**src/rtl/vga_pkg.sv**
```systemverilog
// vga_pkg: shared constants and types for the VGA timing path.
//   - VGA_H_* / VGA_V_* : 800x600@60 Hz (40 MHz pixel clock) timing, used as
//                         parameter defaults by vga_timing_gen
//   - X_W / Y_W          : coordinate widths
//   - vga_coord_t        : {x,y} pixel coordinate for downstream pixel logic
//   - axis_total()       : total length of one axis from its four segments
package vga_pkg;

  localparam int X_W = 11;
  localparam int Y_W = 10;

  localparam int VGA_H_ACTIVE = 800;
  localparam int VGA_H_FP     = 40;
  localparam int VGA_H_SYNC   = 128;
  localparam int VGA_H_BP     = 88;
  localparam int VGA_H_TOTAL  = VGA_H_ACTIVE + VGA_H_FP + VGA_H_SYNC + VGA_H_BP;

  localparam int VGA_V_ACTIVE = 600;
  localparam int VGA_V_FP     = 1;
  localparam int VGA_V_SYNC   = 4;
  localparam int VGA_V_BP     = 23;
  localparam int VGA_V_TOTAL  = VGA_V_ACTIVE + VGA_V_FP + VGA_V_SYNC + VGA_V_BP;

  typedef struct packed {
    logic [X_W-1:0] x;
    logic [Y_W-1:0] y;
  } vga_coord_t;

  function automatic int axis_total(input int active, input int fp,
                                    input int sync, input int bp);
    return active + fp + sync + bp;
  endfunction

endpackage

```
**src/rtl/vga_axis_counter.sv**
```systemverilog
// vga_axis_counter: one raster axis. Wraps 0..TOTAL-1 and decodes the active
// and sync windows of the value it is about to hold, so the parent can
// register those decodes alongside the count.
//   clk_i      : clock
//   srst_i     : synchronous reset, active-high (count -> 0)
//   inc_i      : advance by one this cycle
//   count_o    : current count (registered)
//   count_d_o  : count after this edge
//   active_d_o : count_d_o inside the active window
//   sync_d_o   : sync level for count_d_o (POL when inside the sync window)
//   wrap_o     : this edge wraps TOTAL-1 -> 0
module vga_axis_counter
  import vga_pkg::*;
#(
  parameter int   ACTIVE = 800,
  parameter int   FP     = 40,
  parameter int   SYNC   = 128,
  parameter int   BP     = 88,
  parameter logic POL    = 1'b1,
  parameter int   W      = 11
) (
  input  logic         clk_i,
  input  logic         srst_i,
  input  logic         inc_i,
  output logic [W-1:0] count_o,
  output logic [W-1:0] count_d_o,
  output logic         active_d_o,
  output logic         sync_d_o,
  output logic         wrap_o
);

  localparam int TOTAL = axis_total(ACTIVE, FP, SYNC, BP);

  localparam logic [W-1:0] LAST = W'(TOTAL - 1);
  // Window bounds carry one extra bit so a sync window ending exactly at
  // 2**W still compares correctly.
  localparam logic [W:0] ACT_END  = (W+1)'(ACTIVE);
  localparam logic [W:0] SYNC_BEG = (W+1)'(ACTIVE + FP);
  localparam logic [W:0] SYNC_END = (W+1)'(ACTIVE + FP + SYNC);

  logic [W-1:0] count_q;
  logic [W-1:0] count_d;
  logic         wrap_d;
  logic [W:0]   count_ext;

  always_comb begin
    count_d = count_q;
    wrap_d  = 1'b0;
    if (inc_i) begin
      if (count_q == LAST) begin
        count_d = '0;
        wrap_d  = 1'b1;
      end else begin
        count_d = count_q + W'(1);
      end
    end
  end

  always_ff @(posedge clk_i) begin
    if (srst_i) begin
      count_q <= '0;
    end else begin
      count_q <= count_d;
    end
  end

  assign count_ext  = {1'b0, count_d};
  assign active_d_o = (count_ext < ACT_END);
  assign sync_d_o   = ((count_ext >= SYNC_BEG) && (count_ext < SYNC_END)) ? POL : ~POL;
  assign count_o    = count_q;
  assign count_d_o  = count_d;
  assign wrap_o     = wrap_d;

endmodule

```
**src/rtl/vga_timing_gen.sv**
```systemverilog
// vga_timing_gen: 800x600@60 Hz raster timing on the 40 MHz pixel clock.
// Every output is a register; x/y and all decodes describe the same
// presented position in the same cycle.
//   clk_in      : pixel clock
//   rst         : synchronous reset, active-high
//   en          : advance enable; low freezes the raster and blanks de/strobes
//   hsync/vsync : syncs, active level HS_POL / VS_POL
//   de          : presented pixel is visible
//   x, y        : presented column / line
//   line_start  : presented x == 0
//   frame_start : presented (x,y) == (0,0)
module vga_timing_gen
  import vga_pkg::*;
#(
  parameter int   H_ACTIVE = VGA_H_ACTIVE,
  parameter int   H_FP     = VGA_H_FP,
  parameter int   H_SYNC   = VGA_H_SYNC,
  parameter int   H_BP     = VGA_H_BP,
  parameter int   V_ACTIVE = VGA_V_ACTIVE,
  parameter int   V_FP     = VGA_V_FP,
  parameter int   V_SYNC   = VGA_V_SYNC,
  parameter int   V_BP     = VGA_V_BP,
  parameter logic HS_POL   = 1'b1,
  parameter logic VS_POL   = 1'b1
) (
  input  logic           clk_in,
  input  logic           rst,
  input  logic           en,
  output logic           hsync,
  output logic           vsync,
  output logic           de,
  output logic [X_W-1:0] x,
  output logic [Y_W-1:0] y,
  output logic           line_start,
  output logic           frame_start
);

  localparam int H_TOTAL = axis_total(H_ACTIVE, H_FP, H_SYNC, H_BP);
  localparam int V_TOTAL = axis_total(V_ACTIVE, V_FP, V_SYNC, V_BP);

  if (H_TOTAL > (1 << X_W)) begin : g_h_width_check
    $error("vga_timing_gen: H_TOTAL does not fit the x counter");
  end
  if (V_TOTAL > (1 << Y_W)) begin : g_v_width_check
    $error("vga_timing_gen: V_TOTAL does not fit the y counter");
  end

  // live_q is set once the counters hold a position that has already been
  // presented while enabled. Until then (after reset or an en=0 cycle) the
  // next enabled edge presents the held position instead of advancing.
  logic live_q;

  logic           h_inc;
  logic [X_W-1:0] h_count;
  logic [X_W-1:0] h_count_d;
  logic           h_active_d;
  logic           h_sync_d;
  logic           h_wrap;

  logic           v_inc;
  logic [Y_W-1:0] v_count;
  logic [Y_W-1:0] v_count_d;
  logic           v_active_d;
  logic           v_sync_d;
  // The frame restart is visible as v_count_d == 0; the wrap pulse itself
  // has no consumer.
  logic           unused_v_wrap;

  logic de_q;
  logic line_start_q;
  logic frame_start_q;
  logic hsync_q;
  logic vsync_q;

  vga_coord_t pos;

  assign h_inc = en & live_q;
  assign v_inc = h_wrap & en;

  vga_axis_counter #(
    .ACTIVE (H_ACTIVE),
    .FP     (H_FP),
    .SYNC   (H_SYNC),
    .BP     (H_BP),
    .POL    (HS_POL),
    .W      (X_W)
  ) u_h_axis (
    .clk_i      (clk_in),
    .srst_i     (rst),
    .inc_i      (h_inc),
    .count_o    (h_count),
    .count_d_o  (h_count_d),
    .active_d_o (h_active_d),
    .sync_d_o   (h_sync_d),
    .wrap_o     (h_wrap)
  );

  vga_axis_counter #(
    .ACTIVE (V_ACTIVE),
    .FP     (V_FP),
    .SYNC   (V_SYNC),
    .BP     (V_BP),
    .POL    (VS_POL),
    .W      (Y_W)
  ) u_v_axis (
    .clk_i      (clk_in),
    .srst_i     (rst),
    .inc_i      (v_inc),
    .count_o    (v_count),
    .count_d_o  (v_count_d),
    .active_d_o (v_active_d),
    .sync_d_o   (v_sync_d),
    .wrap_o     (unused_v_wrap)
  );

  // Decodes are taken from the counters' next values so they land in the
  // same edge as the position they describe.
  always_ff @(posedge clk_in) begin
    if (rst) begin
      live_q        <= 1'b0;
      de_q          <= 1'b0;
      line_start_q  <= 1'b0;
      frame_start_q <= 1'b0;
      hsync_q       <= ~HS_POL;
      vsync_q       <= ~VS_POL;
    end else begin
      live_q <= en;
      if (en) begin
        de_q          <= h_active_d & v_active_d;
        line_start_q  <= (h_count_d == '0);
        frame_start_q <= (h_count_d == '0) && (v_count_d == '0);
        hsync_q       <= h_sync_d;
        vsync_q       <= v_sync_d;
      end else begin
        de_q          <= 1'b0;
        line_start_q  <= 1'b0;
        frame_start_q <= 1'b0;
      end
    end
  end

  // The counters only move on enabled edges, so their registers are exactly
  // the presented position.
  assign pos         = '{x: h_count, y: v_count};
  assign x           = pos.x;
  assign y           = pos.y;
  assign de          = de_q;
  assign line_start  = line_start_q;
  assign frame_start = frame_start_q;
  assign hsync       = hsync_q;
  assign vsync       = vsync_q;

endmodule

```
**config.mk**
```make
export PLATFORM = sky130hd
export DESIGN_NAME = vga_timing_gen
export DESIGN_NICKNAME = d
export VERILOG_FILES = /design/src/rtl/vga_pkg.sv /design/src/rtl/vga_axis_counter.sv /design/src/rtl/vga_timing_gen.sv
export SDC_FILE = /design/constraint.sdc
export NUM_CORES = 1
export LEC_CHECK = 0
export CAP_MARGIN = 20
export CORE_MARGIN = 2
export CORE_UTILIZATION = 48
export CTS_CLUSTER_SIZE = 12
export DETAILED_ROUTE_END_ITERATION = 7
export PLACE_DENSITY_LB_ADDON = 0.05
export REMOVE_ABC_BUFFERS = 1
export SYNTH_ARGS = -nofsm -noshare
export SYNTH_HDL_FRONTEND = slang
export SYNTH_SLANG_ARGS = --single-unit
```
**constraint.sdc**
```tcl
create_clock -name clk_in -period 2.1 [get_ports clk_in]
set_clock_uncertainty 0.1 [all_clocks]
set_input_delay 0.21 -clock clk_in [delete_from_list [all_inputs] [get_ports clk_in]]
set_output_delay 0.21 -clock clk_in [all_outputs]
set_load 0.01 [all_outputs]
```
==> impl_metrics.env, run 1 <==
export IMPL_antenna_cells=0
export IMPL_status="finished, violations left"
export IMPL_synthArstFlopShare_pct=0
export IMPL_holdPathStages=2
export IMPL_synth_main_ff_cell="dfxtp_1"
export IMPL_area_growth_pct=50.6
export IMPL_r2r_cells=6
export IMPL_dr_first_iter_drc_count=133
export IMPL_ioPinCount=29
export IMPL_power_density_nw_per_um2=316
export IMPL_die_h_um=64.2
export IMPL_syn_area_um2=1740
export IMPL_yosysTopAreaCellShare_pct=31.0
export IMPL_cap_violations=0
export IMPL_rsz0062_at_grt="yes"
export IMPL_portBuffers=28
export IMPL_fin_nets=303
export IMPL_clock_root_buffer="clkbuf_4"
export IMPL_fp_dieW_um=64.2
export IMPL_yosysWarnings=0
export IMPL_use_met3_pct=4.05
export IMPL_path_class="reg2reg"
export IMPL_clk_pin_slew_worst_paths_ns=0.17
export IMPL_finalHoldViolations=0
export IMPL_cp_max_fo=4
export IMPL_gr_total_overflow=0
export IMPL_antenna_found_initial=0
export IMPL_grt_busiest_layer="met2"
export IMPL_cellLeakagePower_nw=1.03
export IMPL_clkLatencyLatePin_ns=0.34
export IMPL_yosysMostFrequentCell="nor2_1"
export IMPL_drtPass1Iterations=5
export IMPL_grt_usage_pct=27.7
export IMPL_wl_per_cell_um=16.9
export IMPL_ys_top_cells_by_count="28 x nor2_1, 27 x dfxtp_1, 13 x a21oi_1, 13 x nand2_1, 12 x clkbuf_1"
export IMPL_startpoint="u_h_axis.count_o[9]"
export IMPL_r2r_setup_slack_ns=-0.28
export IMPL_dp_hpwl_um=3920
export IMPL_start_util_pct=51.0
export IMPL_cts_tree="done"
export IMPL_synthCells=222
export IMPL_ctsHtreeMaxLevel=1
export IMPL_reg2reg_from="u_h_axis.count_o[9]"
export IMPL_coreArea_um2=3420
export IMPL_rr_endpoint="vsync"
export IMPL_synth_edff_count=0
export IMPL_dpl_cell_area_um2=2400
export IMPL_fin_crit_ns=2.38
export IMPL_fmax_ghz=0.421
export IMPL_setup_ws_ns=-0.278
export IMPL_vias=2048
export IMPL_synth_seq_cells=27
export IMPL_cp_required_ns=2.28
export IMPL_synth_seq_area_share_pct=31.0
export IMPL_violations="setup timing"
export IMPL_layout_drive_gt1_share_pct=31.0
export IMPL_via_per_inst=5.97
export IMPL_yosys_top_cells_area="dfxtp_1 31%, nor2_1 6.0%, xnor2_1 4.0%, a21oi_1 3.7%, xor2_1 3.5%"
export IMPL_totalWireLength_um=5780
export IMPL_setup_violations=5
export IMPL_fin_crit_sh_pct=113
export IMPL_synth_area_per_cell_um2=7.85
export IMPL_ir_drop_mv=0.471
export IMPL_cts_inserted_buffers=3
export IMPL_place_gp_congestion=0.960
export IMPL_synth_area_leader_cell="dfxtp_1"
export IMPL_cts_path_max_buffers=2
export IMPL_grt_pass1_vias=1884
export IMPL_final_cell_area_um2=2620
export IMPL_startpoint_type="flip-flop"
export IMPL_max_slew_worst_pin_slew_ns=0.527
export IMPL_synth_cell_types=51
export IMPL_min_from="hsync"
export IMPL_clock_sinks=27
export IMPL_whs_endpoint="hsync"
export IMPL_drc=0
export IMPL_hold_ws_ns=0.383
export IMPL_grt_max_degree=23
export IMPL_grt_use_met2_pct=46.2
export IMPL_dieArea_um2=4130
export IMPL_slew_violations=0
export IMPL_row_count=21
export IMPL_final_util_pct=76.8
export IMPL_grt_pass1_wl_um=9120
export IMPL_grt_use_met1_pct=38.1
export IMPL_min_path_type="reg2reg"
export IMPL_drtAntennaViolNets=0
export IMPL_critPathCaptureType="flip-flop"
export IMPL_relSlewSlack_pct=64.5
export IMPL_cp_data_arrival_time_ns=2.56
==> worst max-delay path, stage by stage (launching register included) <==
cell,delay [ns]
dfxtp_2,0.36
or4b_4,0.56
nor4_4,0.23
a41o_1,0.25
o31ai_2,0.09
or4_1,0.54
o31ai_2,0.18
==> cell families after synthesis <==
logic type                 share of synthesized area, %
and+or+nand+nor                                    32.6
AOI/OAI and AO/OA                                  20.5
DFF                                                31.0
buffers and inverters                              5.68
xor gates and xnor gates                           7.54
muxes                                              1.15
adders and majority gates                          1.44
==> sequential cells by signal, indices dropped and copies added (netlist names) <==
name	flops
u_v_axis.count_o	10
live_q	1
frame_start	1
de	1
vsync	1
u_h_axis.count_o	11
line_start	1
hsync	1
==> through the flow <==
step / setup WS, ns / power (mW) / TNS (ns) / cells
3_3_place_gp: -0.305 / 0.583 / -1.25 / 332
5_1_grt: -0.331 / 0.854 / -1.16 / 343
4_1_cts: -0.228 / 0.821 / -0.473 / 341
3_5_place_dp: -0.378 / 0.585 / -1.91 / 332
2_1_floorplan: -0.572 / 0.550 / -1.95 / 205
6_report: -0.278 / 0.830 / -0.747 / 343
==> how the worst max path moves through the flow <==
stage / depth (start not counted) / to
detailed placement: 9 / frame_start
CTS: 6 / vsync
finish: 6 / vsync
global route: 6 / vsync
floorplan: 7 / vsync
global placement: 7 / vsync
==> report_power, final <==
part | internal [mW] | switching [mW]
clock network | 0.0731 | 0.176
logic | 0.0283 | 0.0310
registers | 0.519 | 0.00246
==> final cells by class <==
type                            count  area (um2)
Sequential cell                    27         547
Inverter                            6        22.5
Multi-Input combinational cell    172        1210
Clock inverter                      1        7.51
Tap cell                           46        57.6
Fill cell                         260         792
Clock buffer                        3        22.5
Timing Repair Buffer               88         753
==> placed cells by master, fill, tap and decap left out, types with 8 or more instances in the layout <==
master,count
nand3_1,9
nor2_1,25
clkdlybuf4s50_1,28
dfxtp_1,22
a21oi_1,13
nand2_1,13
xnor2_1,8
buf_4,54
==> metal layers <==
| layer | vias up | wire [um] | part of all wire, % |
|---|---|---|---|
| li1 | 962 | - | - |
| met1 | 981 | 2530 | 44 |
| met2 | 93 | 2750 | 48 |
| met3 | 12 | 379 | 6.6 |
| met4 | 0 | 119 | 2.1 |
| met5 | - | 0 | 0 |
==> repair_timing <==
| item | CTS | global route |
|---|---|---|
| pin swaps | 8 | 7 |
| hold buffers | 0 | 0 |
| setup endpoints to repair | 8 | 9 |
| resized for setup | 15 | 19 |
| buffers inserted | 5 | 2 |
No activity file was read; power rests on OpenSTA's default activity.
==> run 2: changes to the inputs <==
- CORE_MARGIN: 2 -> unset
==> run 2 against run 1 <==
The flow still finishes with violations (setup timing). Largest power group unchanged. First-iteration DRC count up 29%. Final cell count up 1.7%. Cell area up 4.9%. Power down 0.93%. Worst setup slack better by 0.014 ns. Highest routed layer unchanged. Sequential power about the same. Critical path type unchanged. Critical path depth up 4. Maximum frequency up 0.59%. Critical endpoint is now de. Flip-flop and latch count unchanged.
==> impl_metrics.env, run 2 (synthesis results as in run 1) <==
export IMPL_critPathCaptureType="flip-flop"
export IMPL_max_slew_worst_pin_slew_ns=0.422
export IMPL_die_h_um=62.2
export IMPL_power_density_nw_per_um2=299
export IMPL_ctsHtreeMaxLevel=1
export IMPL_clkLatencyLatePin_ns=0.34
export IMPL_setup_violations=7
export IMPL_via_per_inst=5.95
export IMPL_min_path_type="reg2reg"
export IMPL_final_util_pct=80.6
export IMPL_clock_root_buffer="clkbuf_4"
export IMPL_fp_dieW_um=62.2
export IMPL_antenna_cells=0
export IMPL_path_class="reg2reg"
export IMPL_fin_crit_ns=2.36
export IMPL_clk_pin_slew_worst_paths_ns=0.17
export IMPL_grt_max_degree=23
export IMPL_violations="setup timing"
export IMPL_fin_nets=309
export IMPL_wl_per_cell_um=17.8
export IMPL_fmax_ghz=0.423
export IMPL_ioPinCount=29
export IMPL_start_util_pct=51.0
export IMPL_largest_reg_flops=11
export IMPL_antenna_found_initial=0
export IMPL_totalWireLength_um=6210
export IMPL_rsz0062_at_grt="yes"
export IMPL_status="finished, violations left"
export IMPL_gr_total_overflow=0
export IMPL_coreArea_um2=3420
export IMPL_area_growth_pct=58.0
export IMPL_drtAntennaViolNets=0
export IMPL_finalHoldViolations=0
export IMPL_grt_pass1_wl_um=9130
export IMPL_ir_drop_mv=0.315
export IMPL_layout_drive_gt1_share_pct=35.3
export IMPL_cts_path_max_buffers=2
export IMPL_relSlewSlack_pct=71.6
export IMPL_portBuffers=28
export IMPL_place_gp_congestion=0.991
export IMPL_dp_hpwl_um=4220
export IMPL_setup_ws_ns=-0.264
export IMPL_layout_commonest_cell="buf_4"
export IMPL_cp_data_arrival_time_ns=2.55
export IMPL_startpoint_type="flip-flop"
export IMPL_cts_inserted_buffers=3
export IMPL_r2r_setup_slack_ns=-0.26
export IMPL_dieArea_um2=3870
export IMPL_drtPass1Iterations=4
export IMPL_grt_usage_pct=29.9
export IMPL_cts_tree="done"
export IMPL_cp_max_fo=4
export IMPL_hold_ws_ns=0.395
export IMPL_slew_violations=0
export IMPL_clock_sinks=27
export IMPL_fin_crit_sh_pct=113
export IMPL_drc=0
export IMPL_grt_pass1_vias=1918
export IMPL_dr_first_iter_drc_count=171
export IMPL_vias=2076
export IMPL_row_count=21
export IMPL_cp_required_ns=2.28
export IMPL_cellLeakagePower_nw=1.10
export IMPL_fillers=239
export IMPL_cap_violations=0
export IMPL_layout_common_cells="59 x buf_4, 28 x clkdlybuf4s50_1, 26 x nor2_1"
-- run 2: what timing repair did --
| item | in CTS | in global routing |
|---|---|---|
| setup buffers | 4 | 11 |
| gates resized for setup | 14 | 33 |
| pin swaps | 3 | 20 |
| endpoints found under the setup margin | 9 | 11 |
| hold buffers | 0 | 0 |
-- run 2: cell type report --
type	instances	area [um2]	area share, %
Inverter	6	22.5	0.818
Clock inverter	1	5.00	0.182
Tap cell	46	57.6	2.09
Multi-Input combinational cell	172	1300	47.1
Clock buffer	3	22.5	0.818
Timing Repair Buffer	94	802	29.1
Sequential cell	27	546	19.8
-- run 2: report_power, final --
| group | internal [mW] | switching [mW] |
|---|---|---|
| Combinational | 0.0294 | 0.0312 |
| Sequential | 0.519 | 0.00259 |
| Clock | 0.0716 | 0.169 |
-- run 2: metrics by stage --
step	cells	setup TNS, ns	power, mW	cell area, um2	setup WS (ns)
floorplan	205	-1.95	0.550	1670	-0.572
global placement	334	-1.29	0.583	2420	-0.305
detailed placement	334	-2.36	0.585	2420	-0.395
CTS	342	-0.493	0.816	2530	-0.212
global route	349	-2.10	0.841	2750	-0.399
finish	349	-1.19	0.822	2750	-0.264
-- run 2: critical path, stage by stage, from the launching register on --
cell	delay, ns
dfxtp_2	0.39
ha_4	0.14
buf_6	0.09
buf_6	0.09
and4_4	0.21
nand4_1	0.24
buf_4	0.22
o311a_1	0.33
a31oi_2	0.20
nand3_1	0.12
a21oi_1	0.19
-- run 2: worst paths after layout --
| kind | start | cells after the start | endpoint |
|---|---|---|---|
| worst min register to register | hsync | 2 | hsync |
| worst max-delay path | u_h_axis.count_o[1] | 10 | de |
| worst min-delay path | hsync | 2 | hsync |
| worst max register to register | u_h_axis.count_o[1] | 10 | de |
-- run 2: routing by layer --
| metal | track usage, % | routed length [um] |
|---|---|---|
| met1 | 40.5 | 2690 |
| met2 | 52.1 | 3040 |
| met3 | 2.76 | 418 |
| met4 | 4.65 | 59 |
| met5 | 0 | 0 |
